### src/rtl/alu_cmd_driver_if.sv
// rtl/alu_cmd_driver_if.sv - command and response handshake bundle for alu_cmd_driver
interface alu_cmd_driver_if;
    logic       cmd_valid;
    logic       cmd_ready;
    logic [3:0] cmd_op;
    logic [3:0] cmd_b;
    logic       rsp_valid;
    logic       rsp_ready;
    logic [3:0] rsp_acc;
    logic       rsp_cy;
    logic       rsp_z;

    // Command source / response consumer side
    modport master (
        output cmd_valid,
        output cmd_op,
        output cmd_b,
        output rsp_ready,
        input  cmd_ready,
        input  rsp_valid,
        input  rsp_acc,
        input  rsp_cy,
        input  rsp_z
    );

    // Sequencer side
    modport slave (
        input  cmd_valid,
        input  cmd_op,
        input  cmd_b,
        input  rsp_ready,
        output cmd_ready,
        output rsp_valid,
        output rsp_acc,
        output rsp_cy,
        output rsp_z
    );
endinterface

### src/rtl/alu_cmd_driver.sv
// rtl/alu_cmd_driver.sv - accumulator sequencer driving a 4-bit ALU from a command stream
module alu_cmd_driver #(
    parameter int CNT_W = 8
) (
    input  logic             clk,
    input  logic             rst_n,
    alu_cmd_driver_if.slave  bus,
    output logic [3:0]       alu_a,
    output logic [3:0]       alu_b,
    output logic [2:0]       alu_sel,
    input  logic [4:0]       alu_out,
    output logic [CNT_W-1:0] op_count
);

    typedef enum logic [1:0] {
        ST_IDLE = 2'd0,
        ST_EXEC = 2'd1,
        ST_RESP = 2'd2
    } state_t;

    localparam logic [3:0] OP_LOAD  = 4'b1000;
    localparam logic [3:0] OP_CLEAR = 4'b1001;

    state_t           state_q,     state_d;
    logic [3:0]       acc_q,       acc_d;
    logic [3:0]       op_q,        op_d;
    logic [3:0]       b_q,         b_d;
    logic [3:0]       alu_a_q,     alu_a_d;
    logic [3:0]       alu_b_q,     alu_b_d;
    logic [2:0]       alu_sel_q,   alu_sel_d;
    logic             cmd_ready_q, cmd_ready_d;
    logic             rsp_valid_q, rsp_valid_d;
    logic [3:0]       rsp_acc_q,   rsp_acc_d;
    logic             rsp_cy_q,    rsp_cy_d;
    logic             rsp_z_q,     rsp_z_d;
    logic [CNT_W-1:0] op_count_q,  op_count_d;

    logic [3:0]       exec_acc;
    logic             exec_cy;

    // Result of the latched command: ALU ops take the low nibble, only the
    // arithmetic half (sel[2]=0) reports alu_out[4] as carry/borrow
    always_comb begin
        exec_acc = acc_q;
        exec_cy  = 1'b0;
        if (!op_q[3]) begin
            exec_acc = alu_out[3:0];
            exec_cy  = ~op_q[2] & alu_out[4];
        end else if (op_q == OP_LOAD) begin
            exec_acc = b_q;
        end else if (op_q == OP_CLEAR) begin
            exec_acc = 4'h0;
        end
    end

    // Next-state and registered-output logic for the IDLE -> EXEC -> RESP sequence
    always_comb begin
        state_d     = state_q;
        acc_d       = acc_q;
        op_d        = op_q;
        b_d         = b_q;
        alu_a_d     = alu_a_q;
        alu_b_d     = alu_b_q;
        alu_sel_d   = alu_sel_q;
        cmd_ready_d = cmd_ready_q;
        rsp_valid_d = rsp_valid_q;
        rsp_acc_d   = rsp_acc_q;
        rsp_cy_d    = rsp_cy_q;
        rsp_z_d     = rsp_z_q;
        op_count_d  = op_count_q;

        case (state_q)
            ST_IDLE: begin
                if (bus.cmd_valid && cmd_ready_q) begin
                    op_d        = bus.cmd_op;
                    b_d         = bus.cmd_b;
                    cmd_ready_d = 1'b0;
                    state_d     = ST_EXEC;
                    // ALU inputs only move for real ALU ops; otherwise they keep
                    // the last issued values so the ALU output stays quiet
                    if (!bus.cmd_op[3]) begin
                        alu_a_d   = acc_q;
                        alu_b_d   = bus.cmd_b;
                        alu_sel_d = bus.cmd_op[2:0];
                    end
                end
            end
            ST_EXEC: begin
                acc_d       = exec_acc;
                rsp_acc_d   = exec_acc;
                rsp_cy_d    = exec_cy;
                rsp_z_d     = (exec_acc == 4'h0);
                rsp_valid_d = 1'b1;
                state_d     = ST_RESP;
            end
            ST_RESP: begin
                if (bus.rsp_ready) begin
                    rsp_valid_d = 1'b0;
                    op_count_d  = op_count_q + CNT_W'(1);
                    cmd_ready_d = 1'b1;
                    state_d     = ST_IDLE;
                end
            end
            default: begin
                rsp_valid_d = 1'b0;
                cmd_ready_d = 1'b1;
                state_d     = ST_IDLE;
            end
        endcase
    end

    // State and output registers; reset abandons any command in flight
    always_ff @(posedge clk) begin
        if (!rst_n) begin
            state_q     <= ST_IDLE;
            acc_q       <= 4'h0;
            op_q        <= 4'h0;
            b_q         <= 4'h0;
            alu_a_q     <= 4'h0;
            alu_b_q     <= 4'h0;
            alu_sel_q   <= 3'b000;
            cmd_ready_q <= 1'b1;
            rsp_valid_q <= 1'b0;
            rsp_acc_q   <= 4'h0;
            rsp_cy_q    <= 1'b0;
            rsp_z_q     <= 1'b1;
            op_count_q  <= '0;
        end else begin
            state_q     <= state_d;
            acc_q       <= acc_d;
            op_q        <= op_d;
            b_q         <= b_d;
            alu_a_q     <= alu_a_d;
            alu_b_q     <= alu_b_d;
            alu_sel_q   <= alu_sel_d;
            cmd_ready_q <= cmd_ready_d;
            rsp_valid_q <= rsp_valid_d;
            rsp_acc_q   <= rsp_acc_d;
            rsp_cy_q    <= rsp_cy_d;
            rsp_z_q     <= rsp_z_d;
            op_count_q  <= op_count_d;
        end
    end

    assign bus.cmd_ready = cmd_ready_q;
    assign bus.rsp_valid = rsp_valid_q;
    assign bus.rsp_acc   = rsp_acc_q;
    assign bus.rsp_cy    = rsp_cy_q;
    assign bus.rsp_z     = rsp_z_q;
    assign alu_a         = alu_a_q;
    assign alu_b         = alu_b_q;
    assign alu_sel       = alu_sel_q;
    assign op_count      = op_count_q;

endmodule

### src/flat_wrapper.sv
// flat-port wrapper written by rule: the top's interface ports become plain ports
module alu_cmd_driver_flat 
#(
    parameter int CNT_W = 8
)
  (clk, rst_n, alu_a, alu_b, alu_sel, alu_out, op_count, bus_cmd_valid, bus_cmd_op, bus_cmd_b, bus_rsp_ready, bus_cmd_ready, bus_rsp_valid, bus_rsp_acc, bus_rsp_cy, bus_rsp_z);
  alu_cmd_driver_if bus_i ();
  input  logic clk;
  input  logic rst_n;
  output logic [3:0] alu_a;
  output logic [3:0] alu_b;
  output logic [2:0] alu_sel;
  input  logic [4:0] alu_out;
  output logic [CNT_W-1:0] op_count;
  input wire logic [$bits(bus_i.cmd_valid)-1:0] bus_cmd_valid;
  input wire logic [$bits(bus_i.cmd_op)-1:0] bus_cmd_op;
  input wire logic [$bits(bus_i.cmd_b)-1:0] bus_cmd_b;
  input wire logic [$bits(bus_i.rsp_ready)-1:0] bus_rsp_ready;
  output wire logic [$bits(bus_i.cmd_ready)-1:0] bus_cmd_ready;
  output wire logic [$bits(bus_i.rsp_valid)-1:0] bus_rsp_valid;
  output wire logic [$bits(bus_i.rsp_acc)-1:0] bus_rsp_acc;
  output wire logic [$bits(bus_i.rsp_cy)-1:0] bus_rsp_cy;
  output wire logic [$bits(bus_i.rsp_z)-1:0] bus_rsp_z;
  assign bus_i.cmd_valid = bus_cmd_valid;
  assign bus_i.cmd_op = bus_cmd_op;
  assign bus_i.cmd_b = bus_cmd_b;
  assign bus_i.rsp_ready = bus_rsp_ready;
  assign bus_cmd_ready = bus_i.cmd_ready;
  assign bus_rsp_valid = bus_i.rsp_valid;
  assign bus_rsp_acc = bus_i.rsp_acc;
  assign bus_rsp_cy = bus_i.rsp_cy;
  assign bus_rsp_z = bus_i.rsp_z;
  alu_cmd_driver #(.CNT_W(CNT_W)) u_core (.clk(clk), .rst_n(rst_n), .bus(bus_i), .alu_a(alu_a), .alu_b(alu_b), .alu_sel(alu_sel), .alu_out(alu_out), .op_count(op_count));
endmodule
### config.mk
export PLATFORM = sky130hd
export DESIGN_NAME = alu_cmd_driver_flat
export DESIGN_NICKNAME = d
export VERILOG_FILES = /design/src/rtl/alu_cmd_driver_if.sv /design/src/rtl/alu_cmd_driver.sv /design/src/flat_wrapper.sv
export SDC_FILE = /design/constraint.sdc
export NUM_CORES = 1
export LEC_CHECK = 0
export CORE_ASPECT_RATIO = 0.8
export CORE_MARGIN = 5
export CORE_UTILIZATION = 51
export DETAILED_ROUTE_END_ITERATION = 7
export GPL_TIMING_DRIVEN = 0
export PLACE_DENSITY = 0.82
export SLEW_MARGIN = 15
export SYNTH_ARGS = -nofsm -noshare
export SYNTH_HDL_FRONTEND = slang
export SYNTH_SLANG_ARGS = --single-unit
### constraint.sdc
create_clock -name clk -period 2.1 [get_ports clk]
set_input_delay 0.315 -clock clk [delete_from_list [all_inputs] [get_ports clk]]
set_output_delay 0.315 -clock clk [all_outputs]
set_load 0.1 [all_outputs]
==> metrics.txt <==
CP max stage cell clkdlybuf4s50_1; Synth Area per Inst 8.70 sq um; post-DR wirelength/cell 14.6 microns; Area contributors post-synth dfxtp_1, a21boi_0, nand2_1; Slew @ Worst Pin 977 ps; Num CTS Buffers 5; Final nets 250; Cell Int Power 1.07 mW; Clock Latency Late Sink 280 ps; Min-Delay Path Class in -> reg; register area 741 sq um; floorplan row count 18; H-Tree Level Count 2; Residual DRC 0; max layer used met4; remaining antenna violation count 0; CP Depth 1; Top FF cell, synth dfxtp_1; CTS Hold Buffers Added 0; clock share of power 30.2%; Hold Fails Final Rpt 0; CP max stage delay 1140 ps; clk slew on worst S/H paths 70 ps; Switch Pwr 0.479 mW; Net Sw Frac 31.0%; Syn-to-layout area delta 35.2%; area leader, netlist dfxtp_1; WHS 467 ps; total grt overflow 0; GRT Overall Usage 19.9%; peak supply drop 0.000488 V; Critical Path, Cell by Cell clkdlybuf4s50_1; Max Slew Vio Count 0; CTS Root Cell clkbuf_8; GPL Wtd Cong 0.855; Mapped Nets 201; R2R Setup Slk 630 ps; post-synth top area share 46.5%; leakage power 0.977 nW; share of cells above drive strength 1 5.58%; mux contribution to synthesized area 0.628%; Setup violations, final 0; flops & latches, synth 37; Via-to-Cell Ratio 5.42; delay-heaviest family, CP buffers and inverters; placed instance area 2060 sq um; synth warn 0; number of I/O pins 44; leading cell types by count after synthesis dfxtp_1, nand2_1, a21boi_0; met2 routed WL 1820 microns; antenna violations before repair 0; final instance area 2150 sq um; Cell Count Post-Placement 265; Critical path buffers and inverters 1; DRT iter0 DRCs 142; Synth cell types 36; Routed WL 3980 microns; Pwr Density 718 nW/um^2; critical path data arrival time 1760 ps; XOR/XNOR Fraction of Synth Area 3.30%; hpwl dp 2920 microns; EDFF count, synth 0; register area share after synthesis 46.5%; min Tclk post-route 2070 ps; main combinational cell family by area after synthesis simple AND/OR/NAND/NOR gates; final worst slack 27.1 ps; Simple-Gate Fraction of Synth Area 24.5%; Cell Count, Final, Fillers Out 273; Logic pwr share 20.5%; Port Buffers 42; clock sink total 37; Synth Area in Compound Gates 21.4%; pre-CTS setup slack 190 ps; reg2reg start u_core.state_q[1]; fraction of registers with async set/reset 0%; final core occ 70.8%; first-pass GRT wire length 6680 microns; Slew headroom 34.8%; nature of the critical path endpoint output pin; Reg power frac 49.3%; Synth Instances 183; RSZ-0062 raised after global routing false; Post-CTS Setup Inserts 0; met3 wire len 279 microns; R2R cell count 5; reg-to-reg endpoint u_core.alu_sel[1]; clock tree from TritonCTS yes; TNS Setup 0 ps; via count of the routed design 1481; footprint of the multi-input gates 806 sq um; CP Max Fanout 2; crit path capture alu_b[3]; synthesized cell area 1590 sq um; die width 72.5 microns; Die Y 60.0 microns; diode count 0; Setup crit start kind flip-flop; router iterations before antenna repair 4; die area 4350 sq um; Post-Route M1 WL 1840 microns; area share of fa/ha/maj cells after synthesis 0.786%; Max clock buf depth 2; kind of critical path reg -> out; Max-cap violations 0; crit share post-route 98.7%; Final Power 1.55 mW; required time of the critical path 1780 ps; largest net degree at the start of global routing 11; Setup crit start u_core.alu_b[3]; fillcell total 252; number of global-route vias before repair 1419; fmax 482 MHz; Clock Skew 3.31 ps; run status finished clean; Core Region 3040 sq um; Initial Util 52.4%
worst min-delay path by stage:
stage / cells after the start / to / start / slack, ps
final: 2 / u_core.alu_b[3] / rst_n / 470
after detailed placement: 2 / u_core.bus.rsp_cy / u_core.bus.rsp_cy / 470
after floorplan: 2 / u_core.b_q[0] / u_core.b_q[0] / 440
after CTS: 2 / u_core.alu_b[3] / rst_n / 460
after global routing: 2 / u_core.alu_b[3] / rst_n / 460
after global placement: 2 / u_core.bus.rsp_cy / u_core.bus.rsp_cy / 450
what timing repair did:
item                                    CTS  global route
gates cloned                              0             0
endpoints found under the setup margin   12            10
endpoints found under the hold margin     0             0
gates resized for setup                  12            10
logic make-up after synthesis:
group,Yosys count
fa+ha+maj,1
simple gates,77
compound gates,50
xor+xnor,6
flops,37
buf+inv,11
mux,1
registers in the layout, summed over array words and instances (netlist names):
register and cells:
u_core.op_count 8, u_core.acc_q 4, u_core.alu_a 4, u_core.alu_b 4, u_core.b_q 4, u_core.op_q 4
u_core.alu_sel 3, u_core.state_q 2, u_core.bus.cmd_ready 1, u_core.bus.rsp_cy 1, u_core.bus.rsp_valid 1, u_core.bus.rsp_z 1
power groups by stage:
stage	Clock (mW)	Sequential [mW]	Combinational (mW)
6_report	0.466	0.762	0.317
5_1_grt	0.517	0.767	0.338
4_1_cts	0.475	0.761	0.318
3_5_place_dp	0	0.778	0.322
3_3_place_gp	0	0.775	0.316
2_1_floorplan	0	0.900	0.0981
cell type report:
cell class	instances	area share (%)
multi-input cells	135	37.4
plain buffers	11	2.15
clock buffers	8	3.72
repair buffers	42	20.0
well taps	40	2.32
flip-flops and latches	37	34.4
cell usage in the layout, fill, tap and decap left out, drive strengths merged, types with 2 or more instances in the layout:
cell type | Yosys | routed
nor3 | 2 | 2
dfxtp | 37 | 37
nand3 | 2 | 2
o21ai | 16 | 16
and2 | 6 | 6
or4b | 2 | 2
nor2 | 8 | 8
a31oi | 3 | 3
xnor2 | 4 | 4
nand4 | 3 | 3
nor2b | 5 | 5
clkdlybuf4s50 | 0 | 20
xor2 | 2 | 2
a21boi | 25 | 25
dlymetal6s2s | 0 | 10
nand2 | 37 | 37
clkbuf | 7 | 15
dlygate4sd2 | 0 | 12
nor4b | 2 | 2
and3 | 2 | 2
buf | 4 | 4
a21oi | 3 | 3
layer usage:
| metal | vias up | track usage, % |
|---|---|---|
| li1 | 730 | - |
| met1 | 696 | 25.7 |
| met2 | 51 | 31.8 |
| met3 | 4 | 6.05 |
| met4 | 0 | 7.11 |
| met5 | - | 0 |
Power figures use the tool's default switching activity.
==> RTL change 1, RTL diff (same settings) <==
Take the reset off `op_q` and `b_q` and load them in a clocked block of their own.
--- a/src/rtl/alu_cmd_driver.sv
+++ b/src/rtl/alu_cmd_driver.sv
@@ -114,8 +114,6 @@
         if (!rst_n) begin
             state_q     <= ST_IDLE;
             acc_q       <= 4'h0;
-            op_q        <= 4'h0;
-            b_q         <= 4'h0;
             alu_a_q     <= 4'h0;
             alu_b_q     <= 4'h0;
             alu_sel_q   <= 3'b000;
@@ -128,8 +126,6 @@
         end else begin
             state_q     <= state_d;
             acc_q       <= acc_d;
-            op_q        <= op_d;
-            b_q         <= b_d;
             alu_a_q     <= alu_a_d;
             alu_b_q     <= alu_b_d;
             alu_sel_q   <= alu_sel_d;
@@ -140,6 +136,11 @@
             rsp_z_q     <= rsp_z_d;
             op_count_q  <= op_count_d;
         end
+    end
+
+    always_ff @(posedge clk) begin
+        op_q <= op_d;
+        b_q  <= b_d;
     end
 
     assign bus.cmd_ready = cmd_ready_q;
Behaviour: same outputs for any inputs over 10 cycles, from zero or initial values and one cycle with rst_n low; that may be too few to reach the edited logic, so the function may still have changed.
==> RTL change 1 against the unedited design <==
  * Area after synthesis down 5.0%
  * Largest cell class is now sequential cells
  * Setup slack gained 0.010 ns
  * Wire length is 14% lower
  * Total power shrank 2.0%
  * Sequential cell count unchanged
  * First-iteration DRC count down 55%
  * Design area decreased by 3.4%
==> RTL change 1: results (changes against the unedited design) <==
metric	value	unit	change
run status	completed		
switching share of power	28.68	%	-2.3 points
Layout Nets	203		-19%
cell family with most CP delay	buffers and inverters		
root buffer cell	clkbuf_8		
met3 Use GR	5.461	%	-0.59 points
main area contributors after synthesis	dfxtp_1 (38%), edfxtp_1 (16%), mux2i_1 (7.9%)		
CTS buffer count	5		unchanged
initial antenna violation count	0		unchanged
headroom to the max-slew limit	33.18	%	-1.6 points
routed len/inst	15.24	µm	+4.4%
vias after detailed routing	1178		-20%
clk_skew	0.006114	ns	+0.002801 ns
GR Layer Usage met1	21.07	%	-4.6 points
post-DP HPWL	2514	µm	-14%
PortBufs	42		unchanged
critical-path maximum fanout	2		unchanged
H-tree Lvls	2		unchanged
Static Leakage	1.049	nW	+7.4%
register area share after synthesis	54.26	%	+7.8 points
TritonRoute pass-1 iters	4		unchanged
GRT Total Usage	17.97	%	-2.0 points
Post-synth ARST share	0	%	unchanged
synth cell count leaders	dfxtp_1 (29), nor2b_1 (16), mux2i_1 (12)		
Yosys cell types	34		-5.6%
insertion delay to the later sink of the worst-skew pair	0.28	ns	about the same
post-synthesis net count	154		-23%
Synthesis Warnings	0		unchanged
placed cell areas	1982	µm²	-3.9%
CTS Buffer Depth	2		unchanged
share of cells above drive strength 1	5.914	%	+0.33 points
maximum VDD drop	0.6129	mV	+25%
Setup Buffers After CTS	0		unchanged
worst slack, placed	-0.02603	ns	-0.2161 ns
ant diodes	0		unchanged
pin count of the biggest net entering global routing	12		+1
FILL cells	209		-17%
global routing usage on met2	30.91	%	-0.87 points
CP max stage delay	1.14	ns	about the same
initial DRC count	64		-55%
Post-synth EDFFs	8		+8
clock-pin slew on the worst setup and hold paths	0.07	ns	about the same
gpl congestion	0.7581		-11%
first-pass GRT wire length	5692	µm	-15%
Crit path arrival time	1.75	ns	
[RTL change 1: cell count changes in the layout (fill, tap and decap cells not counted), moves of 8 or more]
cell      before  now
mux2i_1        1   12
edfxtp_1       0    8
o21ai_0       15    3
nor2b_1        5   16
nand2_1       37   10
a21boi_0      21    0
dfxtp_1       37   28
[RTL change 1: worst paths after layout]
check	start	endpoint	slack, ns	cells after the start
max reg2reg	u_core.state_q[1]	u_core.alu_b[3]	0.35	5
min reg2reg	u_core.bus.cmd_ready	u_core.bus.cmd_ready	0.47	2
max	u_core.alu_a[1]	alu_a[1]	0.04	1
min	rst_n	u_core.alu_sel[0]	0.44	2
[RTL change 1: kinds of logic after synthesis]
family                   count (synthesis)  synth area share (%)
multiplexers                            12                 7.941
XOR/XNOR                                 7                 4.053
adder cells (fa/ha/maj)                  1                0.8270
AO/OA/AOI/OAI                           16                 7.941
buffers and inverters                    8                 2.646
flip-flops                              37                 54.26
AND/OR/NAND/NOR                         55                 22.33
[RTL change 1: power by group through the flow]
stage                     logic (mW)  clock network, mW  registers (mW)
after detailed placement       0.281                  0           0.798
after global placement         0.276                  0           0.796
after CTS                      0.280              0.464           0.782
after floorplan               0.0765                  0           0.914
final                          0.277              0.454           0.782
after global routing           0.293              0.497           0.786
[RTL change 1: layer usage]
layer | up-vias | routed length [µm]
met2 | 43 | 1685
met3 | 10 | 239
li1 | 570 | -
met5 | - | 0
met1 | 555 | 1404
met4 | 0 | 83
[RTL change 1: timing repair]
| action | CTS | global route |
|---|---|---|
| hold endpoints to repair | 0 | 0 |
| gates resized for setup | 12 | 13 |
| gates cloned | 0 | 0 |
| setup endpoints to repair | 12 | 13 |
[RTL change 1: area by class of cell]
type | instances | area, µm² | share of cell area, %
Timing Repair Buffer | 42 | 437.9 | 21.06
Sequential cell | 37 | 822.0 | 39.53
Inverter | 1 | 3.754 | 0.1805
Clock buffer | 7 | 76.32 | 3.670
Clock inverter | 1 | 3.754 | 0.1805
Buffer | 7 | 36.28 | 1.745
Tap cell | 38 | 47.55 | 2.286
Multi-Input combinational cell | 91 | 651.9 | 31.35
[RTL change 1: metrics by stage]
step / util [%] / setup TNS [ns] / instances
2_1_floorplan: - / 0 / 136
3_3_place_gp: 70.59 / 0 / 216
3_5_place_dp: 70.59 / -0.05868 / 216
4_1_cts: 72.91 / 0 / 224
5_1_grt: 74.06 / 0 / 224
6_report: 74.06 / 0 / 224
[RTL change 1: worst reg2reg max path: cells and delay by family, from the launching register on]
family,cells,cell delay [ns]
and+or+nand+nor,3,0.86
DFF,1,0.34
muxes,1,0.24
buffers and inverters,1,0.19
==> RTL change 2, RTL diff (same settings) <==
Without the edit above. `CNT_W` is set to 8 in 2 places; all go to 9.
--- a/src/rtl/alu_cmd_driver.sv
+++ b/src/rtl/alu_cmd_driver.sv
@@ -1,6 +1,6 @@
 // rtl/alu_cmd_driver.sv - accumulator sequencer driving a 4-bit ALU from a command stream
 module alu_cmd_driver #(
-    parameter int CNT_W = 8
+    parameter int CNT_W = 9
 ) (
     input  logic             clk,
     input  logic             rst_n,
--- a/src/flat_wrapper.sv
+++ b/src/flat_wrapper.sv
@@ -1,7 +1,7 @@
 // flat-port wrapper written by rule: the top's interface ports become plain ports
 module alu_cmd_driver_flat 
 #(
-    parameter int CNT_W = 8
+    parameter int CNT_W = 9
 )
   (clk, rst_n, alu_a, alu_b, alu_sel, alu_out, op_count, bus_cmd_valid, bus_cmd_op, bus_cmd_b, bus_rsp_ready, bus_cmd_ready, bus_rsp_valid, bus_rsp_acc, bus_rsp_cy, bus_rsp_z);
   alu_cmd_driver_if bus_i ();
Ports: changed (resized op_count); port bits go from 44 to 45. The function was not compared with the original's and may differ.
==> RTL change 2 against the unedited design <==
  * Total power increased by 21%
  * Wire length is 1.2% higher
  * Combinational power is 2% higher
  * Area after synthesis up 3.6%
  * Critical path type unchanged
  * First-iteration DRC count fell by 24%
  * Sequential cell count rose by 1
  * Setup slack better by 0.018 ns
  * Hold slack worse by 0.059 ns
  * Via count grew 2.3%
  * Maximum frequency grew 0.89%
  * Critical path depth stayed put
  * Design area rose by 6.3%
  * Die area increased by 3.1%
==> RTL change 2: results (changes against the unedited design) <==
metric	value	unit	change
clk_skew	0.01068	ns	+0.007368 ns
utilization after layout	73.63	%	+2.8 points
post-DP HPWL	2913	µm	-0.36%
Layout Nets	256		+2.4%
share of cells above drive strength 1	7.531	%	+2.0 points
first-pass GRT wire length	6817	µm	+2.1%
highest metal used	met4		
WL final	4032	µm	+1.2%
worst r2r path cells	6		+1
FILL cells	255		+1.2%
post-synthesis net count	206		+2.5%
main area contributors after synthesis	dfxtp_1 (46%), nand2_1 (8.4%), a21boi_0 (7.7%)		
max FFs per register	9		+1
CTS Buffer Depth	2		unchanged
pin count of the biggest net entering global routing	13		+2
PortBufs	43		+2.4%
initial DRC count	108		-24%
Placed Cells	271		+2.3%
register area share after synthesis	46.10	%	-0.41 points
placed cell areas	2131	µm²	+3.3%
WL met3	272	µm	-2.5%
net switching power	0.5152	mW	+7.6%
WL met2	1783	µm	-2.0%
GRT Total Usage	20.10	%	+0.17 points
vias after detailed routing	1515		+2.3%
worst slack, placed	0.2212	ns	+0.03109 ns
synth cell count leaders	dfxtp_1 (38), nand2_1 (37), a21boi_0 (17)		
CTS buffer count	5		unchanged
Yosys cell types	38		+5.6%
met3 Use GR	6.126	%	+0.075 points
Static Leakage	1.113	nW	+14%
gpl congestion	0.8755		+2.4%
insertion delay to the later sink of the worst-skew pair	0.30	ns	+0.02 ns
Crit path arrival time	1.74	ns	-0.02 ns
ant diodes	0		unchanged
Syn Inst Count	188		+2.7%
maximum VDD drop	0.5471	mV	+12%
Worst-Margin Slew	0.9836	ns	+0.006773 ns
GR Layer Usage met1	26.59	%	+0.89 points
post-route insts no fill	279		+2.2%
run status	completed		
RTL change 2: cell types whose count changed in the layout (fill, tap and decap cells not counted), sizes merged, moves of 2 or more:
cell           change
bufinv             +2
dlymetal6s2s       +3
dlygate4sd2        +2
clkdlybuf4s50      -4
and2               +3
clkbuf             -3
RTL change 2: final cells by class:
type | count | area share [%]
Buffer | 11 | 2.242
Clock buffer | 6 | 3.609
Clock inverter | 2 | 2.624
Multi-Input combinational cell | 139 | 36.63
Sequential cell | 38 | 33.24
Tap cell | 40 | 2.187
Timing Repair Buffer | 43 | 19.46
RTL change 2: power by group through the flow:
stage / combinational [mW] / clock (mW) / sequential (mW)
after floorplan: 0.102 / 0 / 0.918
after global placement: 0.321 / 0 / 0.792
after detailed placement: 0.325 / 0 / 0.794
after CTS: 0.323 / 0.773 / 0.777
after global routing: 0.341 / 0.806 / 0.783
final: 0.322 / 0.774 / 0.777
RTL change 2: cell families after synthesis:
family | after synthesis | synth area share (%)
simple gates | 80 | 24.94
compound gates | 50 | 20.77
flops | 38 | 46.10
xor+xnor | 7 | 3.715
buf+inv | 11 | 3.108
fa+ha+maj | 1 | 0.7580
mux | 1 | 0.6065
RTL change 2: path summary, 6_finish.rpt:
kind	from	end	slack, ns
worst min-delay path	rst_n	u_core.b_q[0]	0.41
worst max-delay path	u_core.alu_b[2]	alu_b[2]	0.05
worst min register to register	u_core.b_q[0]	u_core.b_q[0]	0.47
worst max register to register	u_core.state_q[1]	u_core.b_q[3]	0.64
RTL change 2: timing repair:
action / in CTS / in global routing
endpoints found under the setup margin: 14 / 13
resized for setup: 14 / 13
setup buffers: 0 / 0
pin swaps: 0 / 0
